[src/rtl/move_sequencer_if.sv]
// Handshake bundle between the Connect-4 turn controller and its environment
// (switches, button, winner detector, LED drivers).
interface move_sequencer_if;
    logic [3:0]  col_sel;
    logic        drop_btn;
    logic        new_game;
    logic        check_done;
    logic [1:0]  check_result;
    logic [15:0] gameboard;
    logic [15:0] player_cells;
    logic        current_player;
    logic [1:0]  state;
    logic [1:0]  game_status;
    logic        check_req;
    logic        move_reject;
    logic        check_timeout;

    modport master (
        output col_sel, drop_btn, new_game, check_done, check_result,
        input  gameboard, player_cells, current_player, state, game_status,
               check_req, move_reject, check_timeout
    );

    modport slave (
        input  col_sel, drop_btn, new_game, check_done, check_result,
        output gameboard, player_cells, current_player, state, game_status,
               check_req, move_reject, check_timeout
    );
endinterface

[src/rtl/move_sequencer.sv]
// Connect-4 (4x4) turn controller: validates drops, owns the occupancy and
// ownership boards, requests a winner check and passes the turn or ends the game.
module move_sequencer #(
    parameter int SYNC_STAGES   = 2,
    parameter int CHECK_TIMEOUT = 15,
    parameter bit FIRST_PLAYER  = 1'b0
) (
    input logic             clk,
    input logic             reset,
    move_sequencer_if.slave bus
);
    typedef enum logic [1:0] {
        IDLE      = 2'b00,
        PLACE     = 2'b01,
        CHECK     = 2'b10,
        GAME_OVER = 2'b11
    } state_t;

    localparam int SYNC_N = (SYNC_STAGES < 2) ? 2 : SYNC_STAGES;
    localparam int TMO_W  = $clog2(CHECK_TIMEOUT + 1);

    state_t            state_q, state_d;
    logic [SYNC_N-1:0] sync_q;
    logic              btn_prev;
    logic              drop_evt;
    logic [1:0]        col_q;
    logic [1:0]        col_idx;
    logic              col_valid;
    logic              drop_ok;
    logic [2:0]        height [4];
    logic [4:0]        move_count;
    logic [TMO_W-1:0]  tmo_cnt;
    logic              timed_out, winner, resolve;
    logic [15:0]       board_q, owner_q;
    logic              player_q, req_q, reject_q, tmo_flag_q;
    logic [1:0]        status_q;

    function automatic logic [2:0] sat_inc(input logic [2:0] h);
        return (h == 3'd4) ? h : h + 3'd1;
    endfunction

    assign drop_evt = sync_q[SYNC_N-1] & ~btn_prev;

    always_comb begin
        col_valid = 1'b1;
        col_idx   = 2'd0;
        case (bus.col_sel)
            4'b0001: col_idx = 2'd0;
            4'b0010: col_idx = 2'd1;
            4'b0100: col_idx = 2'd2;
            4'b1000: col_idx = 2'd3;
            default: col_valid = 1'b0;
        endcase
    end

    assign drop_ok   = drop_evt && col_valid && (height[col_idx] != 3'd4);
    assign timed_out = !bus.check_done && (tmo_cnt == TMO_W'(CHECK_TIMEOUT - 1));
    assign winner    = bus.check_done && (bus.check_result == 2'b01 || bus.check_result == 2'b10);
    assign resolve   = bus.check_done || timed_out;

    always_ff @(posedge clk or posedge reset) begin
        if (reset) state_q <= IDLE;
        else       state_q <= state_d;
    end

    always_comb begin
        state_d = state_q;
        case (state_q)
            IDLE:      if (drop_ok) state_d = PLACE;
            PLACE:     state_d = CHECK;
            CHECK: begin
                if (winner)                        state_d = GAME_OVER;
                else if (resolve && move_count == 5'd16) state_d = GAME_OVER;
                else if (resolve)                  state_d = IDLE;
            end
            GAME_OVER: if (bus.new_game) state_d = IDLE;
            default:   state_d = IDLE;
        endcase
    end

    always_ff @(posedge clk or posedge reset) begin
        if (reset) begin
            sync_q     <= '0;
            btn_prev   <= 1'b0;
            col_q      <= 2'd0;
            for (int i = 0; i < 4; i++) height[i] <= 3'd0;
            move_count <= 5'd0;
            tmo_cnt    <= '0;
            board_q    <= 16'h0000;
            owner_q    <= 16'h0000;
            player_q   <= FIRST_PLAYER;
            status_q   <= 2'b00;
            req_q      <= 1'b0;
            reject_q   <= 1'b0;
            tmo_flag_q <= 1'b0;
        end else begin
            sync_q   <= {sync_q[SYNC_N-2:0], bus.drop_btn};
            btn_prev <= sync_q[SYNC_N-1];
            reject_q <= (state_q == IDLE) && drop_evt && !drop_ok;
            req_q    <= (state_q == PLACE);
            case (state_q)
                IDLE: if (drop_ok) col_q <= col_idx;
                PLACE: begin
                    // Height is below 4 here, so the low two bits address the row.
                    board_q[{col_q, height[col_q][1:0]}] <= 1'b1;
                    owner_q[{col_q, height[col_q][1:0]}] <= player_q;
                    height[col_q] <= sat_inc(height[col_q]);
                    move_count    <= move_count + 5'd1;
                    tmo_cnt       <= '0;
                end
                CHECK: begin
                    tmo_cnt <= tmo_cnt + 1'b1;
                    if (winner) begin
                        status_q <= bus.check_result;
                    end else if (resolve) begin
                        if (timed_out) tmo_flag_q <= 1'b1;
                        if (move_count == 5'd16) status_q <= 2'b11;
                        else                     player_q <= ~player_q;
                    end
                end
                GAME_OVER: if (bus.new_game) begin
                    board_q    <= 16'h0000;
                    owner_q    <= 16'h0000;
                    for (int i = 0; i < 4; i++) height[i] <= 3'd0;
                    move_count <= 5'd0;
                    tmo_flag_q <= 1'b0;
                    status_q   <= 2'b00;
                    player_q   <= FIRST_PLAYER;
                end
                default: ;
            endcase
        end
    end

    assign bus.gameboard      = board_q;
    assign bus.player_cells   = owner_q;
    assign bus.current_player = player_q;
    assign bus.state          = state_q;
    assign bus.game_status    = status_q;
    assign bus.check_req      = req_q;
    assign bus.move_reject    = reject_q;
    assign bus.check_timeout  = tmo_flag_q;
endmodule

[src/flat_wrapper.sv]
// flat-port wrapper written by rule: the top's interface ports become plain ports
module move_sequencer_flat 
#(
    parameter int SYNC_STAGES   = 2,
    parameter int CHECK_TIMEOUT = 15,
    parameter bit FIRST_PLAYER  = 1'b0
)
  (clk, reset, bus_col_sel, bus_drop_btn, bus_new_game, bus_check_done, bus_check_result, bus_gameboard, bus_player_cells, bus_current_player, bus_state, bus_game_status, bus_check_req, bus_move_reject, bus_check_timeout);
  move_sequencer_if bus_i ();
  input logic clk;
  input logic reset;
  input wire logic [$bits(bus_i.col_sel)-1:0] bus_col_sel;
  input wire logic [$bits(bus_i.drop_btn)-1:0] bus_drop_btn;
  input wire logic [$bits(bus_i.new_game)-1:0] bus_new_game;
  input wire logic [$bits(bus_i.check_done)-1:0] bus_check_done;
  input wire logic [$bits(bus_i.check_result)-1:0] bus_check_result;
  output wire logic [$bits(bus_i.gameboard)-1:0] bus_gameboard;
  output wire logic [$bits(bus_i.player_cells)-1:0] bus_player_cells;
  output wire logic [$bits(bus_i.current_player)-1:0] bus_current_player;
  output wire logic [$bits(bus_i.state)-1:0] bus_state;
  output wire logic [$bits(bus_i.game_status)-1:0] bus_game_status;
  output wire logic [$bits(bus_i.check_req)-1:0] bus_check_req;
  output wire logic [$bits(bus_i.move_reject)-1:0] bus_move_reject;
  output wire logic [$bits(bus_i.check_timeout)-1:0] bus_check_timeout;
  assign bus_i.col_sel = bus_col_sel;
  assign bus_i.drop_btn = bus_drop_btn;
  assign bus_i.new_game = bus_new_game;
  assign bus_i.check_done = bus_check_done;
  assign bus_i.check_result = bus_check_result;
  assign bus_gameboard = bus_i.gameboard;
  assign bus_player_cells = bus_i.player_cells;
  assign bus_current_player = bus_i.current_player;
  assign bus_state = bus_i.state;
  assign bus_game_status = bus_i.game_status;
  assign bus_check_req = bus_i.check_req;
  assign bus_move_reject = bus_i.move_reject;
  assign bus_check_timeout = bus_i.check_timeout;
  move_sequencer #(.SYNC_STAGES(SYNC_STAGES), .CHECK_TIMEOUT(CHECK_TIMEOUT), .FIRST_PLAYER(FIRST_PLAYER)) u_core (.clk(clk), .reset(reset), .bus(bus_i));
endmodule
[config.mk]
export PLATFORM = sky130hd
export DESIGN_NAME = move_sequencer_flat
export DESIGN_NICKNAME = d
export VERILOG_FILES = /design/src/rtl/move_sequencer_if.sv /design/src/rtl/move_sequencer.sv /design/src/flat_wrapper.sv
export SDC_FILE = /design/constraint.sdc
export NUM_CORES = 1
export LEC_CHECK = 0
export ABC_AREA = 1
export BUFFER_PORTS_ARGS = -buffer_cell sky130_fd_sc_hd__clkbuf_2
export CORE_AREA = 2 2 78 80
export CTS_CLUSTER_SIZE = 30
export DETAILED_ROUTE_END_ITERATION = 10
export DIE_AREA = 0 0 80 82
export HOLD_SLACK_MARGIN = 0.03
export MAX_ROUTING_LAYER = met4
export PLACE_DENSITY = 0.83
export SETUP_SLACK_MARGIN = 0.02
export SYNTH_ARGS = -nofsm -noshare
export SYNTH_HDL_FRONTEND = slang
export SYNTH_SLANG_ARGS = --single-unit
[constraint.sdc]
create_clock -name clk -period 2.48 [get_ports clk]
set_input_delay 0.248 -clock clk [delete_from_list [all_inputs] [get_ports clk]]
set_output_delay 0.248 -clock clk [all_outputs]
set_load 0.03 [all_outputs]
== After elaboration in Yosys (flattened, before gate mapping) ==
Cells that the tools add are included.
Storage, ports and cells
  output and inout port bits: 40
  input port bits: 11
  register bits: 66
Cells by class
  order comparisons: 5
  eq/ne operators: 22
  mux-type cells: 42
  bitwise gates (word level): 6
  add/subtract/negate cells: 3
  reduce and logical (&&, ||, !) cells: 24
Operators by type and width (number)
  $pmux W16 S2: 2
  $pmux W12 S2: 1
  $mux W3: 6
  $bwmux W16: 1
  $mux W16: 1
  $mux W2: 8
  $or A16 B16 Y16: 1
  $bmux W3 S2: 2
  $bwmux W12: 1
  $mux W12: 1
  $pmux W5 S2: 1
  $reduce_and A5 Y1: 2
  $logic_and A1 B1 Y1: 9
  $mux W1: 9
  $eq A4 B4 Y1 const B: 2
  $pmux W2 S4: 1
  $pmux W4 S2: 1
  $demux W3 S2: 1
  $eq A2 B2 Y1 const B: 3
  $ge A3 B3 Y1 const B: 2
  $ne A2 B1 Y1 const B: 3
  $ne A2 B2 Y1 const B: 3
  $ne A3 B1 Y1 const B: 2
  $not A2 Y3: 2
  29 further kinds: 37

== Longest topological paths before layout ==
Gate-level depths: netlist of run 1.
  depth in word-level cells: 10
  depth in mapped cells: 12
  depth with buffers taken out: 12

== Worst setup path after synthesis of run 1 ==
No wires, ideal clock.
  path type: reg2reg
  from: register u_core.state_q[0] (netlist: u_core.bus.state[0])
  to: register u_core.status_q[0] (netlist: u_core.bus.game_status[0])
  stages on the path, launching flop included: 9
  path buffers: 0
  path slack: 697 ps
  arrival: 1649 ps
  setup time: 134 ps
  required time: 2346 ps
  path through: dfrtp_1 > ha_1 > inv_2 > or2_1 > nand2_1 > a21oi_1 > o21ai_0 > nand2_1 > o21ai_0
Between the ends
  cells in the longest elaborated chain, start to end: 3
  elaborated cells between the ends (all ways): 8
  classes of those cells: eq/ne (5); mux (1); reduce/logical (2)
Ends and longest elaborated chain
  start, declared: RTL line move_sequencer.sv:22  | state_t state_q, state_d;
  start signal, assigned: RTL line move_sequencer.sv:63  | else state_q <= state_d;
  $eq A2 B2 Y1: RTL line move_sequencer.sv:101  | case (state_q)
  $ne A3 B1 Y1 (no source line), or another cell as far along
  $reduce_and A4 Y1 (no source line)
  end signal, assigned: RTL line move_sequencer.sv:114  | status_q <= bus.check_result;
  end, declared: RTL line move_sequencer.sv:36  | logic [1:0] status_q;
Several ways; a longest one is shown, not always the timed one.
A chain may end at the register's enable or synchronous reset.

== Worst setup path after layout of run 1 ==
  from: register u_core.state_q[0] (netlist: u_core.bus.state[0])
  to: register u_core.owner_q[14] (netlist: u_core.bus.player_cells[14])
Between the ends
  cells in the longest elaborated chain, start to end: 3
  elaborated cells between the ends (all ways): 6
  classes of those cells: eq/ne (3); mux (1); reduce/logical (2)
Ends and longest elaborated chain
  $eq A2 B2 Y1 or $eq A2 B1 Y1 (tied branches): RTL line move_sequencer.sv:101
  $ne A2 B2 Y1 (no source line) or $reduce_bool A2 Y1 (tied branches)
  $reduce_and A2 Y1 (no source line)
  end signal, assigned by index: RTL line move_sequencer.sv:106  | owner_q[{col_q, height[col_q][1:0]}] <= player_q;
  end, declared: RTL line move_sequencer.sv:34  | logic [15:0] board_q, owner_q;
Several ways; a longest one is shown, not always the timed one.

==> impl_metrics.toml, run 1 <==
[cts]
htree_levels = 3
post_cts_buffers = 0
cts_root_buf = "clkbuf_8"
cts_resized = 0
cts_hold_buf = 2
cts_buffers = 9
cts.sinks = 66
insertion_delay_ns = 0.35
cts_tree = "built"
clockBufferDepth = 2
path_clk_slew_ns = 0.07

[sta]
fin_hold_ws_ns = 0.265
finalCriticalPeriod_ns = 1.95
slew-limit-headroom = 0.619
finalWorstSetupSlack_ns = 0.533
max_freq_mhz = 514
tightest_slew_ns = 0.571
setup_violations = 0
fin_skew_ns = 0.0122
setup_tns_ns = 0
drv_slew = 0
rsz0062_at_grt = "no"
hold_viol_final = 0
min_period_over_period = 0.785

[logic_synthesis]
synth_compound_area_frac = 0.127
syn-mean-instance-area_sq_um = 8.37
synth.ff_latch_count = 66
synthAdderAreaFrac = 0.0481
synth_top_family_by_area = "simple AND/OR/NAND/NOR gates"
synthCells = 373
synthDistinctLibCells = 24
syn_area_sq_um = 3120
synth_fp_nets = 396
synthSimpleGateAreaFrac = 0.214
seq_area_frac_synth = 0.529
synthMuxAreaShare = 0
synth-xor-area-share = 0
yosys_warnings = 0

[route]
wl_met2_microns = 3710
vias_per_cell = 5.24
wl_met3_microns = 268
wl_per_cell_microns = 13.7
first_iter_violations = 281
routed_wl_microns = 7060
dr.max_layer_used = "met4"
met1_length_microns = 2930
drt-pass1-iter-count = 4
drc = 0
via_count = 2698
drtAntennaViolNets = 0

[pwr]
p_int_mw = 2.71
static-leakage-power_nw = 1.95
vdd.ir_drop.worst_uv = 765
combPwrFrac = 0.467
p_sw_frac = 0.465
clock_power_share = 0.188
p_switching_mw = 2.35
seqPwrFrac = 0.345
powerDensity_nw_per_um2 = 1360

[setup_path]
startpoint = "u_core.bus.state[0]"
rrSetupSlack_ns = 0.53
worstPathRequired_ns = 2.68
reg2reg_from = "u_core.bus.state[0]"
crit_fanout = 8
arrival_ns = 2.15
critPathMaxStageDelay_ns = 0.45
crit_slowest_cell = "dfrtp_1"
crit_type = "reg2reg"
critPathLaunchType = "flop"
end_kind = "flop"
worstPathCellList = "ha_1 -> inv_2 -> or2_1 -> o21ai_4 -> nor2_2 -> nand2_1 -> nand3_1 -> o21ai_0"

[status]
status = "finished, final reports clean"

[cells_and_area]
area_growth_pct = 18.7
drive_gt1_frac = 0.189
diodes = 0
final_cells = 515
nNetsFinal = 458
fillers = 495

[floorplanning]
initial_core_util = 0.544
row_count = 28
die_area_sq_um = 6560
core_area_sq_um = 5750
ios = 51
die_h_microns = 82
die_w_microns = 80

[global_routing]
grt_pass1_vias = 2653
track_usage = 0.239
grt_first_pass_wirelength_microns = 11600
grt-ovfl-total = 0
antenna_found_initial = 0
grt_max_degree = 28

[placed_design]
place_hpwl_microns = 5100
numPortBuffers = 50
routabilityCongestion = 0.975
pre_cts_ws_ns = 0.594
dp_cells = 497

[min_path]
hold_path_class = "in2reg"
hp-start = "bus_check_result[0]"

[job]
drv_cap = 0
[critical path, delay by kind of cell (launching register included)]
family,cells,cell delay [ns]
AOI/OAI and AO/OA,2,0.22
DFF,1,0.45
adders and majority gates,1,0.31
buffers and inverters,1,0.15
and+or+nand+nor,4,0.67
[registers in the layout (all words and copies together) (netlist names)]
name	flops
u_core.btn_prev	1
u_core.col_q	2
u_core.bus.game_status	2
u_core.move_count	5
u_core.height	12
u_core.bus.state	2
u_core.bus.player_cells	16
u_core.bus.gameboard	16
u_core.bus.move_reject	1
u_core.bus.check_req	1
u_core.tmo_cnt	4
u_core.sync_q	2
u_core.bus.current_player	1
u_core.bus.check_timeout	1
[Yosys cell counts (all sizes together)]
cell type	instances	share of area
ha	12	0.048
and3	1	0.0020
or2	3	0.0060
a21boi	1	0.0024
dfrtp	66	0.53
nor2	22	0.030
o21ai	42	0.071
clkbuf	4	0.0048
nor3b	1	0.0024
o22ai	5	0.010
nor3	2	0.0048
a31oi	1	0.0020
nand4	2	0.0040
inv	64	0.077
a21oi	23	0.037
nand3	47	0.075
o21a	2	0.0048
nand2	75	0.090
[power by group through the flow]
| stage | registers [mW] | logic (mW) | clock network [mW] |
|---|---|---|---|
| 2_1_floorplan | 2.24 | 1.21 | 0 |
| 3_3_place_gp | 1.75 | 2.28 | 0 |
| 3_5_place_dp | 1.76 | 2.34 | 0 |
| 4_1_cts | 1.74 | 2.36 | 0.962 |
| 5_1_grt | 1.79 | 2.63 | 1.01 |
| 6_report | 1.74 | 2.36 | 0.952 |
[per-layer routing]
layer	vias up	GRT usage
li1	1335	-
met4	0	0.105
met2	62	0.403
met1	1284	0.276
met5	-	-
met3	17	0.0538
[layout make-up]
class | count | area (sq um) | share of cell area
sequential | 66 | 1650 | 0.446
multi-input combinational | 239 | 1220 | 0.328
timing repair buffer | 55 | 293 | 0.0790
inverter | 64 | 240 | 0.0648
clock buffer | 11 | 151 | 0.0409
tap | 75 | 93.8 | 0.0253
clock inverter | 5 | 60.1 | 0.0162
[layout by cell type (no fill, tap or decap), types with 5 or more instances in the layout]
master | Yosys | layout
nand2_1 | 75 | 75
dfrtp_1 | 66 | 66
inv_2 | 5 | 6
a21oi_1 | 23 | 23
nand3_1 | 47 | 47
ha_1 | 12 | 12
clkbuf_8 | 0 | 11
o22ai_1 | 5 | 5
inv_1 | 59 | 58
o21ai_1 | 10 | 10
o21ai_0 | 31 | 31
clkbuf_2 | 0 | 50
nor2_1 | 18 | 18
[path summary, 6_finish.rpt]
path,end,cells after the start
worst max-delay path,u_core.bus.player_cells[14],8
worst min-delay path,u_core.bus.game_status[0],3
worst max register to register,u_core.bus.player_cells[14],8
worst min register to register,u_core.sync_q[1],0
max in group asynchronous,u_core.height[7],4
min in group asynchronous,u_core.bus.player_cells[9],3
[logic make-up after synthesis]
kind of cell / count (synthesis)
AOI/OAI and AO/OA: 74
and+or+nand+nor: 153
buffers and inverters: 68
DFF: 66
adders and majority gates: 12
[through the flow]
step	util	area, sq um	total power, mW
6_report	0.645	3710	5.06
5_1_grt	0.645	3710	5.43
4_1_cts	0.645	3710	5.06
3_5_place_dp	0.605	3470	4.10
3_3_place_gp	0.605	3470	4.02
2_1_floorplan	-	3120	3.45
(Power assumes the default switching activity.)
==> run 2: changes to the inputs <==
Settings changed: CORE_AREA 2 2 78 80 to 2 2 83 85, DIE_AREA 0 0 80 82 to 0 0 85 87, PLACE_DENSITY 0.83 to 0.78.
Clock period 2.48 ns to 1.62 ns, I/O delays scaled along.
==> run 2 against run 1 <==
The run now ends with negative setup slack left; routed wire length is 11% higher; critical path depth is 3 higher; via count up 6.5%; cell count increased by 6.8%; hold slack worse by 0.080 ns; largest cell class unchanged; highest routed layer unchanged.
==> impl_metrics.toml, run 2 (same netlist as run 1, synthesis figures left out) <==
[route]
drtAntennaViolNets = 0
wl_per_cell_microns = 14.3
via_count = 2873
drc = 0
drt-pass1-iter-count = 4
vias_per_cell = 5.22
routed_wl_microns = 7850
first_iter_violations = 110

[setup_path]
timing.rr.end = "u_core.bus.player_cells[11]"
arrival_ns = 2.01
crit_slowest_cell = "dfrtp_1"
startpoint = "u_core.col_q[1]"
critPathBufInv = 3
crit_end = "u_core.bus.player_cells[11]"
reg2reg_from = "u_core.col_q[1]"
end_kind = "flop"
cp_num_cells = 11
r2r_cells = 11
worstPathRequired_ns = 1.89
critPathLaunchType = "flop"
crit_fanout = 5
worstPathCellList = "nor2_1 -> inv_1 -> o22ai_2 -> a31oi_1 -> o21a_2 -> inv_2 -> ha_4 -> buf_6 -> nand2_4 -> nand3_1 -> o21ai_1"
critPathMaxStageDelay_ns = 0.42
path_delay_family = "compound AO/OA/AOI/OAI gates"
crit_type = "reg2reg"
rrSetupSlack_ns = -0.11

[sta]
rsz0062_at_grt = "yes"
setup_violations = 35
max_freq_mhz = 578
hold_viol_final = 0
fin_skew_ns = 0.0146
finalCriticalPeriod_ns = 1.73
drv_slew = 0
slew-limit-headroom = 0.601
min_period_over_period = 1.07
finalWorstSetupSlack_ns = -0.111
tightest_slew_ns = 0.597

[pwr]
vdd.ir_drop.worst_uv = 1370
power_mw = 9.22
static-leakage-power_nw = 2.22
powerDensity_nw_per_um2 = 2130

[floorplanning]
ios = 51
die_w_microns = 85
core_area_sq_um = 6570
row_count = 30
die_h_microns = 87
die_area_sq_um = 7400
initial_core_util = 0.475

[global_routing]
grt_first_pass_wirelength_microns = 12700
grt-ovfl-total = 0
grt_max_degree = 67
grt_pass1_vias = 2843
track_usage = 0.227
antenna_found_initial = 0

[cells_and_area]
nNetsFinal = 488
area_growth_pct = 38.6
fin_util = 0.659
drive_gt1_frac = 0.398
diodes = 0
final_common_cell = "dfrtp_1"
most-common-layout-cells = "dfrtp_1 (64), nand2_1 (52), inv_1 (51)"

[cts]
insertion_delay_ns = 0.36
cts_tree = "built"
clockBufferDepth = 2
cts_root_buf = "clkbuf_8"
htree_levels = 3
path_clk_slew_ns = 0.09
cts.sinks = 66
cts_buffers = 9

[placed_design]
pre_cts_ws_ns = -0.142
numPortBuffers = 50
place_hpwl_microns = 5380
routabilityCongestion = 0.941

[status]
violations = "negative setup slack"
status = "finished, violations left"

[min_path]
hp-start = "bus_check_result[1]"
hold_path_class = "in2reg"

[job]
drv_cap = 0
## run 2: worst min path at each step
| stage | end | slack [ns] | cells after the start |
|---|---|---|---|
| global placement | u_core.bus.gameboard[0] | 0.27 | 3 |
| CTS | u_core.bus.game_status[1] | 0.18 | 3 |
| finish | u_core.bus.game_status[1] | 0.19 | 3 |
| floorplan | u_core.sync_q[0] | 0.19 | 0 |
| global route | u_core.bus.game_status[1] | 0.20 | 3 |
| detailed placement | u_core.sync_q[0] | 0.27 | 1 |
## run 2: per-layer routing
| layer | part of all wire | routed length, microns | GRT usage | vias to the layer above |
|---|---|---|---|---|
| met5 | 0 | 0 | - | - |
| met3 | 0.045 | 357 | 0.0408 | 24 |
| li1 | - | - | - | 1399 |
| met2 | 0.52 | 4080 | 0.391 | 83 |
| met1 | 0.40 | 3150 | 0.252 | 1367 |
| met4 | 0.033 | 261 | 0.121 | 0 |
## run 2: worst reg2reg max path, delay by kind of cell, from the launching register on
family	cells	cell delay [ns]
AOI/OAI and AO/OA	4	0.54
DFF	1	0.42
buffers and inverters	3	0.32
and+or+nand+nor	3	0.22
adders and majority gates	1	0.16
## run 2: final cells by class
cell class / count / area, sq um
Sequential cell: 66 / 1650
Timing Repair Buffer: 85 / 554
Inverter: 64 / 248
Fill cell: 550 / 2240
Clock inverter: 7 / 78.8
Clock buffer: 9 / 124
Multi-Input combinational cell: 239 / 1570
Tap cell: 80 / 100
## run 2: stage by stage
step                      area [sq um]  cells  hold slack, ns  setup TNS (ns)
final                             4330    550           0.186           -1.77
after global routing              4330    550           0.201           -7.25
after CTS                         4070    546           0.176          -0.737
after detailed placement          3700    524           0.274           -3.24
after global placement            3700    524           0.272           -1.07
after floorplan                   3160    373           0.193               0
## run 2: report_power, final
part | internal (mW) | total (mW) | switching, mW
logic | 1.89 | 5.12 | 3.23
clock network | 0.723 | 1.40 | 0.680
registers | 2.29 | 2.70 | 0.413
## run 2: timing repair
item,in CTS,in global routing
gates resized for setup,37,69
endpoints found under the setup margin,46,53
gates cloned,0,0
endpoints found under the hold margin,67,0
pin swaps,7,14
setup buffers,5,5
hold buffers,2,0
==> run 3: changes to the inputs <==
Settings changed: CELL_PAD_IN_SITES_DETAIL_PLACEMENT set to 0, CELL_PAD_IN_SITES_GLOBAL_PLACEMENT set to 1, CORE_AREA 2 2 83 85 to 2 2 94 96, DIE_AREA 0 0 85 87 to 0 0 96 98, PLACE_DENSITY 0.78 to 0.8.
==> run 3 against run 2 <==
The run still ends with negative setup slack left; critical path depth increased by 1; setup slack got worse by 0.016 ns; register-to-register slack got worse by 0.02 ns; count of clock-buffer cells in the layout increased by 1; cell count increased by 7.1%; non-clock buffer count increased by 11; first-iteration DRC count decreased by 15%; power increased by 5.1%; via count decreased by 2.3%.
==> impl_metrics.toml, run 3 (same netlist as run 1, synthesis figures left out) <==
[status]
status = "finished, violations left"
violations = "negative setup slack"

[setup_path]
critPathLaunchType = "flop"
crit_type = "reg2reg"
timing.rr.end = "u_core.height[8]"
end_kind = "flop"
arrival_ns = 2.04
rrSetupSlack_ns = -0.13
worstPathRequired_ns = 1.91
crit_fanout = 5
r2r_cells = 12
crit_end = "u_core.height[8]"
startpoint = "u_core.col_q[1]"
reg2reg_from = "u_core.col_q[1]"

[cells_and_area]
most-common-layout-cells = "dfrtp_1 (64), nand2_1 (55), inv_1 (53)"
final_cells = 589
area_growth_pct = 45.5
seqCellArea_sq_um = 1650
fin_util = 0.537
diodes = 0
fillers = 806
final_common_cell = "dfrtp_1"
final_area_sq_um = 4540
drive_gt1_frac = 0.416
nNetsFinal = 499
multi_input_area_sq_um = 1630

[sta]
min_period_over_period = 1.08
max_freq_mhz = 572
hold_viol_final = 0
setup_violations = 39
drv_slew = 0
finalCriticalPeriod_ns = 1.75
rsz0062_at_grt = "yes"
fin_hold_ws_ns = 0.164
slew-limit-headroom = 0.472
tightest_slew_ns = 0.791
finalWorstSetupSlack_ns = -0.128
fin_skew_ns = 0.0119

[cts]
cts_root_buf = "clkbuf_8"
clockBufferDepth = 2
path_clk_slew_ns = 0.07
cts_buffers = 9
cts_tree = "built"
cts.sinks = 66
htree_levels = 3
insertion_delay_ns = 0.35

[placed_design]
place_hpwl_microns = 5350
routabilityCongestion = 0.886
placed_area_sq_um = 3780
numPortBuffers = 50
dp_cells = 557
pre_cts_ws_ns = -0.206

[pwr]
combPwrFrac = 0.559
p_int_mw = 5.32
seqPwrFrac = 0.277
p_sw_frac = 0.451
powerDensity_nw_per_um2 = 2130
vdd.ir_drop.worst_uv = 796
p_switching_mw = 4.38
static-leakage-power_nw = 2.32
clock_power_share = 0.164

[floorplanning]
ios = 51
die_w_microns = 96
initial_core_util = 0.369
core_area_sq_um = 8470
die_h_microns = 98
die_area_sq_um = 9410
row_count = 34

[global_routing]
grt-ovfl-total = 0
grt_first_pass_wirelength_microns = 12500
antenna_found_initial = 0
track_usage = 0.177
grt_max_degree = 67
grt_pass1_vias = 2663

[route]
wl_per_cell_microns = 13.2
drc = 0
first_iter_violations = 94
drt-pass1-iter-count = 4
drtAntennaViolNets = 0
via_count = 2806
routed_wl_microns = 7750
vias_per_cell = 4.76

[min_path]
hold_path_class = "in2reg"

[job]
drv_cap = 0
## run 3: cell count changes in the layout (fill, tap and decap cells not counted), moves of 3 or more
cell     change
o21ai_2      -4
a21oi_2      +4
nand3_1      -8
o21ai_1      +5
nand2_4      +5
inv_4        +3
buf_4        +9
inv_2        -4
nand2_2      -8
nand3_2      +7
a21oi_1      -4
nand2_1      +3
## run 3: cell type report
class,instances,share of cell area
clock inverters,6,0.0198
repair buffers,96,0.142
well taps,108,0.0297
inverters,64,0.0554
clock buffers,10,0.0303
flip-flops and latches,66,0.364
multi-input cells,239,0.359
## run 3: how the worst min path moves through the flow
| stage | startpoint | to | cells after the start |
|---|---|---|---|
| 3_3_place_gp | reset | u_core.bus.gameboard[1] | 3 |
| 6_report | bus_check_result[0] | u_core.bus.game_status[0] | 3 |
| 4_1_cts | bus_check_result[1] | u_core.bus.game_status[1] | 3 |
| 3_5_place_dp | bus_drop_btn | u_core.sync_q[0] | 1 |
| 2_1_floorplan | bus_drop_btn | u_core.sync_q[0] | 0 |
| 5_1_grt | bus_check_result[0] | u_core.bus.game_status[0] | 3 |
## run 3: layer usage
layer	routed length, microns	track usage	up-vias	share of wire
met1	3380	0.220	1318	0.44
met3	364	0.0448	8	0.047
met5	0	-	-	0
met2	3950	0.282	62	0.51
met4	57	0.0549	0	0.0074
li1	-	-	1418	-
## run 3: repair_timing
item | CTS | global route
endpoints found under the hold margin | 67 | 0
pin swaps | 10 | 13
setup endpoints to repair | 47 | 52
hold buffers | 2 | 0
resized for setup | 71 | 49
buffers inserted | 9 | 5
cloned | 0 | 0
## run 3: power by group through the flow
| stage | clock network, mW | logic [mW] | registers [mW] |
|---|---|---|---|
| after floorplan | 0 | 1.88 | 3.45 |
| after global placement | 0 | 4.07 | 2.69 |
| after detailed placement | 0 | 4.13 | 2.70 |
| after CTS | 1.62 | 4.94 | 2.68 |
| after global routing | 1.71 | 5.91 | 2.77 |
| final | 1.59 | 5.42 | 2.68 |
## run 3: critical path, stage by stage (launching register included)
cell,delay (ns)
dfrtp_1,0.42
nor2_1,0.06
inv_1,0.09
o22ai_1,0.07
a31oi_1,0.19
o21a_2,0.25
inv_4,0.07
ha_4,0.18
inv_4,0.06
o21ai_2,0.05
o21ai_2,0.10
nand2_1,0.09
nand2_1,0.06
## run 3: through the flow
step           setup TNS, ns  total power, mW
4_1_cts               -0.770             9.24
3_5_place_dp           -3.99             6.83
3_3_place_gp           -1.06             6.76
6_report               -2.65             9.70
5_1_grt                -7.29             10.4
2_1_floorplan              0             5.33
